`src/rtl/id_if.sv`:
```
// Fetch/decode/writeback bundle seen by the decode stage.
// The slave side is the decode stage; the master side drives fetch, EX and writeback inputs.
interface id_if #(parameter int SIZE = 32);
    logic [SIZE-1:0] Instruction;
    logic [SIZE-1:0] PC4;
    logic            redirect;
    logic            wbWe;
    logic [4:0]      wbAddr;
    logic [SIZE-1:0] wbData;
    logic [4:0]      rs;
    logic [4:0]      rt;
    logic [10:0]     control;
    logic            stall;
    logic [10:0]     controlEX;
    logic [4:0]      writeRegEX;
    logic [SIZE-1:0] readData1EX;
    logic [SIZE-1:0] readData2EX;
    logic [SIZE-1:0] immEX;
    logic [SIZE-1:0] PC4EX;

    modport slave (
        input  Instruction, PC4, redirect, wbWe, wbAddr, wbData,
        output rs, rt, control, stall, controlEX, writeRegEX,
               readData1EX, readData2EX, immEX, PC4EX
    );

    modport master (
        output Instruction, PC4, redirect, wbWe, wbAddr, wbData,
        input  rs, rt, control, stall, controlEX, writeRegEX,
               readData1EX, readData2EX, immEX, PC4EX
    );
endinterface

```
`src/rtl/id_stage.sv`:
```
// Decode stage: register file with write bypass, control decode, load-use
// hazard detection and the ID/EX pipeline register with bubble injection.
module id_stage #(
    parameter int SIZE = 32,
    parameter int REGS = 32
) (
    input  logic clk,
    input  logic rst_n,
    id_if.slave  bus
);
    logic [SIZE-1:0] regs_q [REGS];
    logic [SIZE-1:0] regs_d [REGS];

    logic [5:0]      opcode;
    logic [4:0]      rd;
    logic [10:0]     ctrl;
    logic [SIZE-1:0] imm;
    logic [SIZE-1:0] rd1, rd2;
    logic [4:0]      dest;

    logic [10:0]     ctrl_ex_q, ctrl_ex_d;
    logic [4:0]      wr_ex_q, wr_ex_d;
    logic [SIZE-1:0] rd1_ex_q, rd1_ex_d;
    logic [SIZE-1:0] rd2_ex_q, rd2_ex_d;
    logic [SIZE-1:0] imm_ex_q, imm_ex_d;
    logic [SIZE-1:0] pc4_ex_q, pc4_ex_d;

    assign opcode = bus.Instruction[31:26];
    assign bus.rs = bus.Instruction[25:21];
    assign bus.rt = bus.Instruction[20:16];
    assign rd     = bus.Instruction[15:11];

    always_comb begin
        ctrl = 11'h000;
        case (opcode)
            6'h00:   ctrl = 11'h422;
            6'h23:   ctrl = 11'h0F0;
            6'h2B:   ctrl = 11'h110;
            6'h04:   ctrl = 11'h201;
            6'h08:   ctrl = 11'h030;
            6'h02:   ctrl = 11'h203;
            default: ctrl = 11'h000;
        endcase
    end
    assign bus.control = ctrl;

    always_comb begin
        if (opcode == 6'h02)
            imm = {bus.PC4[SIZE-1 -: 4], bus.Instruction[25:0], 2'b00};
        else
            imm = {{(SIZE-16){bus.Instruction[15]}}, bus.Instruction[15:0]};
    end

    assign dest = ctrl[10] ? rd : bus.rt;

    // Writeback in the same cycle as the read is forwarded so decode never sees a stale value.
    always_comb begin
        if (bus.rs == 5'd0)
            rd1 = '0;
        else if (bus.wbWe && bus.wbAddr == bus.rs)
            rd1 = bus.wbData;
        else
            rd1 = regs_q[bus.rs];
        if (bus.rt == 5'd0)
            rd2 = '0;
        else if (bus.wbWe && bus.wbAddr == bus.rt)
            rd2 = bus.wbData;
        else
            rd2 = regs_q[bus.rt];
    end

    always_comb begin
        regs_d = regs_q;
        if (bus.wbWe && bus.wbAddr != 5'd0)
            regs_d[bus.wbAddr] = bus.wbData;
    end

    // Loads feeding a store or another load are exempt; fetch uses this exact equation.
    assign bus.stall = ctrl_ex_q[6] & ~ctrl[6] & ~ctrl[8] &
                       ((wr_ex_q == bus.rs) | (wr_ex_q == bus.rt));

    always_comb begin
        ctrl_ex_d = '0;
        wr_ex_d   = '0;
        rd1_ex_d  = '0;
        rd2_ex_d  = '0;
        imm_ex_d  = '0;
        pc4_ex_d  = '0;
        if (!bus.redirect && !bus.stall) begin
            ctrl_ex_d = ctrl;
            wr_ex_d   = dest;
            rd1_ex_d  = rd1;
            rd2_ex_d  = rd2;
            imm_ex_d  = imm;
            pc4_ex_d  = bus.PC4;
        end
    end

    always_ff @(posedge clk or negedge rst_n) begin
        if (!rst_n) begin
            for (int i = 0; i < REGS; i++) regs_q[i] <= '0;
            ctrl_ex_q <= '0;
            wr_ex_q   <= '0;
            rd1_ex_q  <= '0;
            rd2_ex_q  <= '0;
            imm_ex_q  <= '0;
            pc4_ex_q  <= '0;
        end else begin
            regs_q    <= regs_d;
            ctrl_ex_q <= ctrl_ex_d;
            wr_ex_q   <= wr_ex_d;
            rd1_ex_q  <= rd1_ex_d;
            rd2_ex_q  <= rd2_ex_d;
            imm_ex_q  <= imm_ex_d;
            pc4_ex_q  <= pc4_ex_d;
        end
    end

    assign bus.controlEX   = ctrl_ex_q;
    assign bus.writeRegEX  = wr_ex_q;
    assign bus.readData1EX = rd1_ex_q;
    assign bus.readData2EX = rd2_ex_q;
    assign bus.immEX       = imm_ex_q;
    assign bus.PC4EX       = pc4_ex_q;
endmodule
```
`src/flat_wrapper.sv`:
```
// flat-port wrapper written by rule: the top's interface ports become plain ports
module id_stage_flat 
#(
    parameter int SIZE = 32,
    parameter int REGS = 32
)
  (clk, rst_n, bus_Instruction, bus_PC4, bus_redirect, bus_wbWe, bus_wbAddr, bus_wbData, bus_rs, bus_rt, bus_control, bus_stall, bus_controlEX, bus_writeRegEX, bus_readData1EX, bus_readData2EX, bus_immEX, bus_PC4EX);
  id_if #(.SIZE(SIZE)) bus_i ();
  input  logic clk;
  input  logic rst_n;
  input wire logic [$bits(bus_i.Instruction)-1:0] bus_Instruction;
  input wire logic [$bits(bus_i.PC4)-1:0] bus_PC4;
  input wire logic [$bits(bus_i.redirect)-1:0] bus_redirect;
  input wire logic [$bits(bus_i.wbWe)-1:0] bus_wbWe;
  input wire logic [$bits(bus_i.wbAddr)-1:0] bus_wbAddr;
  input wire logic [$bits(bus_i.wbData)-1:0] bus_wbData;
  output wire logic [$bits(bus_i.rs)-1:0] bus_rs;
  output wire logic [$bits(bus_i.rt)-1:0] bus_rt;
  output wire logic [$bits(bus_i.control)-1:0] bus_control;
  output wire logic [$bits(bus_i.stall)-1:0] bus_stall;
  output wire logic [$bits(bus_i.controlEX)-1:0] bus_controlEX;
  output wire logic [$bits(bus_i.writeRegEX)-1:0] bus_writeRegEX;
  output wire logic [$bits(bus_i.readData1EX)-1:0] bus_readData1EX;
  output wire logic [$bits(bus_i.readData2EX)-1:0] bus_readData2EX;
  output wire logic [$bits(bus_i.immEX)-1:0] bus_immEX;
  output wire logic [$bits(bus_i.PC4EX)-1:0] bus_PC4EX;
  assign bus_i.Instruction = bus_Instruction;
  assign bus_i.PC4 = bus_PC4;
  assign bus_i.redirect = bus_redirect;
  assign bus_i.wbWe = bus_wbWe;
  assign bus_i.wbAddr = bus_wbAddr;
  assign bus_i.wbData = bus_wbData;
  assign bus_rs = bus_i.rs;
  assign bus_rt = bus_i.rt;
  assign bus_control = bus_i.control;
  assign bus_stall = bus_i.stall;
  assign bus_controlEX = bus_i.controlEX;
  assign bus_writeRegEX = bus_i.writeRegEX;
  assign bus_readData1EX = bus_i.readData1EX;
  assign bus_readData2EX = bus_i.readData2EX;
  assign bus_immEX = bus_i.immEX;
  assign bus_PC4EX = bus_i.PC4EX;
  id_stage #(.SIZE(SIZE), .REGS(REGS)) u_core (.clk(clk), .rst_n(rst_n), .bus(bus_i));
endmodule
```
`config.mk`:
```
export PLATFORM = sky130hd
export DESIGN_NAME = id_stage_flat
export DESIGN_NICKNAME = d
export VERILOG_FILES = /design/src/rtl/id_if.sv /design/src/rtl/id_stage.sv /design/src/flat_wrapper.sv
export SDC_FILE = /design/constraint.sdc
export NUM_CORES = 2
export LEC_CHECK = 0
export CORE_UTILIZATION = 35
export CTS_CLUSTER_SIZE = 20
export DETAILED_ROUTE_END_ITERATION = 8
export PLACE_DENSITY = 0.54
export REMOVE_ABC_BUFFERS = 1
export SLEW_MARGIN = 20
export SYNTH_ARGS = -nofsm -noshare
export SYNTH_HDL_FRONTEND = slang
export SYNTH_SLANG_ARGS = --single-unit
```
`constraint.sdc`:
```
create_clock -name clk -period 3.6 [get_ports clk]
set_input_delay 0.54 -clock clk [delete_from_list [all_inputs] [get_ports clk]]
set_output_delay 0.54 -clock clk [all_outputs]
set_load 0.02 [all_outputs]
```
==> results.json <==
{
  "crit_chain": "xor2_1 > nor3_1 > a22oi_1 > buf_4 > nor2_1 > clkdlybuf4s50_1",
  "hold_class": "in -> reg",
  "status": "finished, final reports clean",
  "dieWidth_um": 416,
  "reg2reg_from": "u_core.bus.writeRegEX[0]$_DFF_PN0_",
  "clock_latency_ps": 780,
  "grt_pass1_vias": 40095,
  "drt-wirelength-per-cell_um": 28.2,
  "power_leakage_nw": 29.8,
  "synth-edff-count": 0,
  "setup_tns_ps": 0,
  "synth_flop_cell": "dfrtp_1",
  "yosysTopAreaCell": "dfrtp_1",
  "vias": 38489,
  "cts_tree": "done",
  "maxCapViolations": 0,
  "critPathLaunchType": "flop",
  "endpoint": "bus_stall",
  "start_util_pct": 35.4,
  "grt_usage_pct": 21.9,
  "cts.root.buffer_cell": "clkbuf_16",
  "design_power_total_mw": 37.9,
  "htree_num_levels": 4,
  "syn_avg_cell_area_sq_um": 14.2,
  "p_sw_mw": 10.3,
  "routed_wl_um": 189000,
  "vdd_ir_drop_max_v": 0.000418,
  "io_buffers": 266,
  "rsz0062_at_grt": "false",
  "io_pins": 271,
  "firstDrtPassIters": 5,
  "seq_area_sq_um": 29100,
  "seq_power_share_pct": 44.9,
  "cpMaxStageDelayCell": "clkdlybuf4s50_1",
  "n_fill_cell": 15551,
  "ys_ff_latch": 1164,
  "worst-path-stages": 6,
  "yosysSeqAreaShare_pct": 48.5,
  "gp_congestion": 0.798,
  "drive_gt1_share_pct": 43.7,
  "grt_max_degree": 104,
  "max_stage_delay_ps": 640,
  "final_hold_viol_count": 0,
  "crit_path_end_kind": "output port",
  "antenna_found_initial": 3,
  "synth_cell_types": 53,
  "drc": 0,
  "swShare_pct": 27.1,
  "setup_violations": 0,
  "comb_power_share_pct": 19.3,
  "intPower_mw": 27.6,
  "clkPwrFrac_pct": 35.8,
  "final.setup_skew_ps": 26.0,
  "max-slew-margin-rel_pct": 31.4,
  "cts-resized-gates": 0,
  "syn_area_sq_um": 60100,
  "use_met2_pct": 36.5,
  "die_h_um": 416,
  "clk_path_buf_depth": 3,
  "final_antenna_net_count": 0,
  "fin_crit_sh_pct": 95.2,
  "async_flop_share_pct": 100,
  "worst_ep_required_time_ps": 3060,
  "synth_top_area_share_pct": 48.5,
  "coreArea_sq_um": 170000,
  "synth_cells": 4225,
  "multiInputGateArea_sq_um": 28500,
  "clock-sinks": 1164,
  "nets": 4478,
  "gr-usage-met3_pct": 3.31,
  "numCtsBuffers": 135,
  "grt-ovfl-total": 0,
  "cp_top_family": "buffers and inverters",
  "dp_hpwl_um": 119000,
  "area_growth_syn_to_layout_pct": 16.7,
  "busiest_layer": "met2",
  "avgViaCountPerCell": 5.75,
  "met1_usage_pct": 29.3,
  "final_max_slew_viol_count": 0,
  "drt_iter0_drc": 2616,
  "clk_pin_slew_ps": 60,
  "grt_pass1_wl_um": 280000,
  "num_rows": 151,
  "critPathBufInv": 2,
  "cp.arrival_ps": 2890,
  "period_minus_slack_ps": 3430,
  "crit_start": "u_core.bus.writeRegEX[0]$_DFF_PN0_",
  "fmax_mhz": 292,
  "synthTopCellsByArea": "dfrtp_1 48%, mux2_2 18%, mux4_2 17%, mux2i_1 2.3%, a211oi_1 1.6%",
  "worstPathMaxFanout": 3,
  "r2r_setup_slack_ps": 1150,
  "ys_warn_count": 0,
  "tightest_slew_ps": 1030,
  "worstSetupPathType": "reg -> out",
  "reg2regPathDepth": 7,
  "r2r-end": "u_core.bus.readData2EX[10]$_DFF_PN0_",
  "die-area_sq_um": 173000,
  "power_density_nw_per_um2": 541
}
[stage by stage]
stage | hold slack, ps | util (%) | worst slack (ps) | instances | area, sq um
6_report | 274 | 41.3 | 172 | 6695 | 70100
5_1_grt | 256 | 41.3 | 44.5 | 6695 | 70100
4_1_cts | 212 | 41.3 | 87.9 | 6694 | 70200
3_3_place_gp | 377 | 38.8 | 335 | 6453 | 65900
2_1_floorplan | 244 | - | 114 | 3730 | 57600
3_5_place_dp | 382 | 38.8 | 315 | 6453 | 65900
[state kept, by name (all words and copies together), names as in the netlist]
register,flops
u_core.bus.readData1EX,32
u_core.bus.immEX,32
u_core.bus.PC4EX,32
u_core.bus.writeRegEX,5
u_core.bus.controlEX,7
u_core.regs_q,1024
u_core.bus.readData2EX,32
[area by class of cell]
| cell class | count | area share [%] |
|---|---|---|
| sequential | 1164 | 41.5 |
| multi-input combinational | 2533 | 40.7 |
| timing repair buffer | 506 | 7.49 |
| clock buffer | 190 | 5.52 |
| tap | 2218 | 3.96 |
| clock inverter | 50 | 0.642 |
| inverter | 33 | 0.177 |
| antenna | 1 | 0.00357 |
[tightest hold or removal path: cells and delay by family]
kind,cells,cell delay [ps]
simple gates,1,30
buf+inv,2,450
[power groups by stage]
stage | Clock, mW | Sequential (mW) | Combinational [mW]
finish | 13.6 | 17.0 | 7.31
floorplan | 0 | 16.8 | 4.77
global placement | 0 | 17.1 | 7.26
global route | 14.5 | 17.3 | 7.86
detailed placement | 0 | 17.2 | 7.38
CTS | 14.0 | 17.0 | 7.40
[layer usage]
metal | wire (um) | vias up
met5 | 0 | -
li1 | - | 16300
met4 | 5330 | 0
met1 | 81400 | 20743
met2 | 93100 | 1127
met3 | 9200 | 319
[cells in the mapped netlist, types with 10 or more instances]
| cell type | instances |
|---|---|
| o22ai_1 | 62 |
| buf_2 | 166 |
| buf_6 | 20 |
| nor3_1 | 103 |
| nor4_1 | 32 |
| mux2_2 | 980 |
| o41ai_1 | 62 |
| a22oi_1 | 63 |
| clkbuf_1 | 205 |
| xor2_1 | 18 |
| nor2b_1 | 131 |
| mux4_2 | 445 |
| mux2_1 | 13 |
| mux2i_1 | 141 |
| inv_1 | 33 |
| nand2b_1 | 10 |
| nor2_1 | 203 |
| buf_1 | 30 |
| nand2_1 | 50 |
| a21oi_1 | 33 |
| a211oi_1 | 127 |
| buf_4 | 74 |
| dfrtp_1 | 1164 |
[worst min path at each step]
stage	slack [ps]	startpoint	depth (start not counted)	to
final	270	bus_PC4[11]	3	u_core.bus.PC4EX[11]$_DFF_PN0_
after global routing	260	bus_PC4[4]	3	u_core.bus.PC4EX[4]$_DFF_PN0_
after CTS	210	bus_PC4[11]	3	u_core.bus.PC4EX[11]$_DFF_PN0_
after detailed placement	380	u_core.regs_q[1007]$_DFFE_PN0P_	0	u_core.regs_q[1007]$_DFFE_PN0P_
after global placement	380	u_core.regs_q[1009]$_DFFE_PN0P_	0	u_core.regs_q[1009]$_DFFE_PN0P_
after floorplan	240	rst_n	0	u_core.bus.PC4EX[0]$_DFF_PN0_
[cells in the final DEF (no fill, tap or decap), drive strengths merged, types with 7 or more instances in the layout]
| cell | synthesis | routed |
|---|---|---|
| a211oi | 127 | 127 |
| a21oi | 33 | 33 |
| a22oi | 63 | 63 |
| buf | 291 | 266 |
| clkbuf | 207 | 190 |
| clkdlybuf4s50 | 0 | 239 |
| clkinv | 0 | 37 |
| dfrtp | 1164 | 1164 |
| inv | 33 | 38 |
| mux2 | 993 | 993 |
| mux2i | 141 | 141 |
| mux4 | 445 | 445 |
| nand2 | 50 | 50 |
| nand2b | 11 | 11 |
| nor2 | 203 | 203 |
| nor2b | 131 | 131 |
| nor3 | 105 | 105 |
| nor3b | 7 | 7 |
| nor4 | 38 | 38 |
| o22ai | 62 | 62 |
| o41ai | 62 | 62 |
| xor2 | 18 | 18 |
[logic make-up (layout without fill, tap and decap cells)]
kind of cell	count (synthesis)	after routing	synth area share (%)
multiplexers	1579	1579	37.6
flip-flops	1164	1164	48.5
AND/OR/NAND/NOR	570	570	4.79
buffers and inverters	531	779	4.41
AO/OA/AOI/OAI	359	359	4.36
XOR/XNOR	21	21	0.306
other	1	5	0.00624
[what timing repair did]
item,CTS,global route
hold buffers,1,0
setup buffers,0,0
setup endpoints to repair,0,0
hold endpoints to repair,76,0
Power figures use the tool's default switching activity.
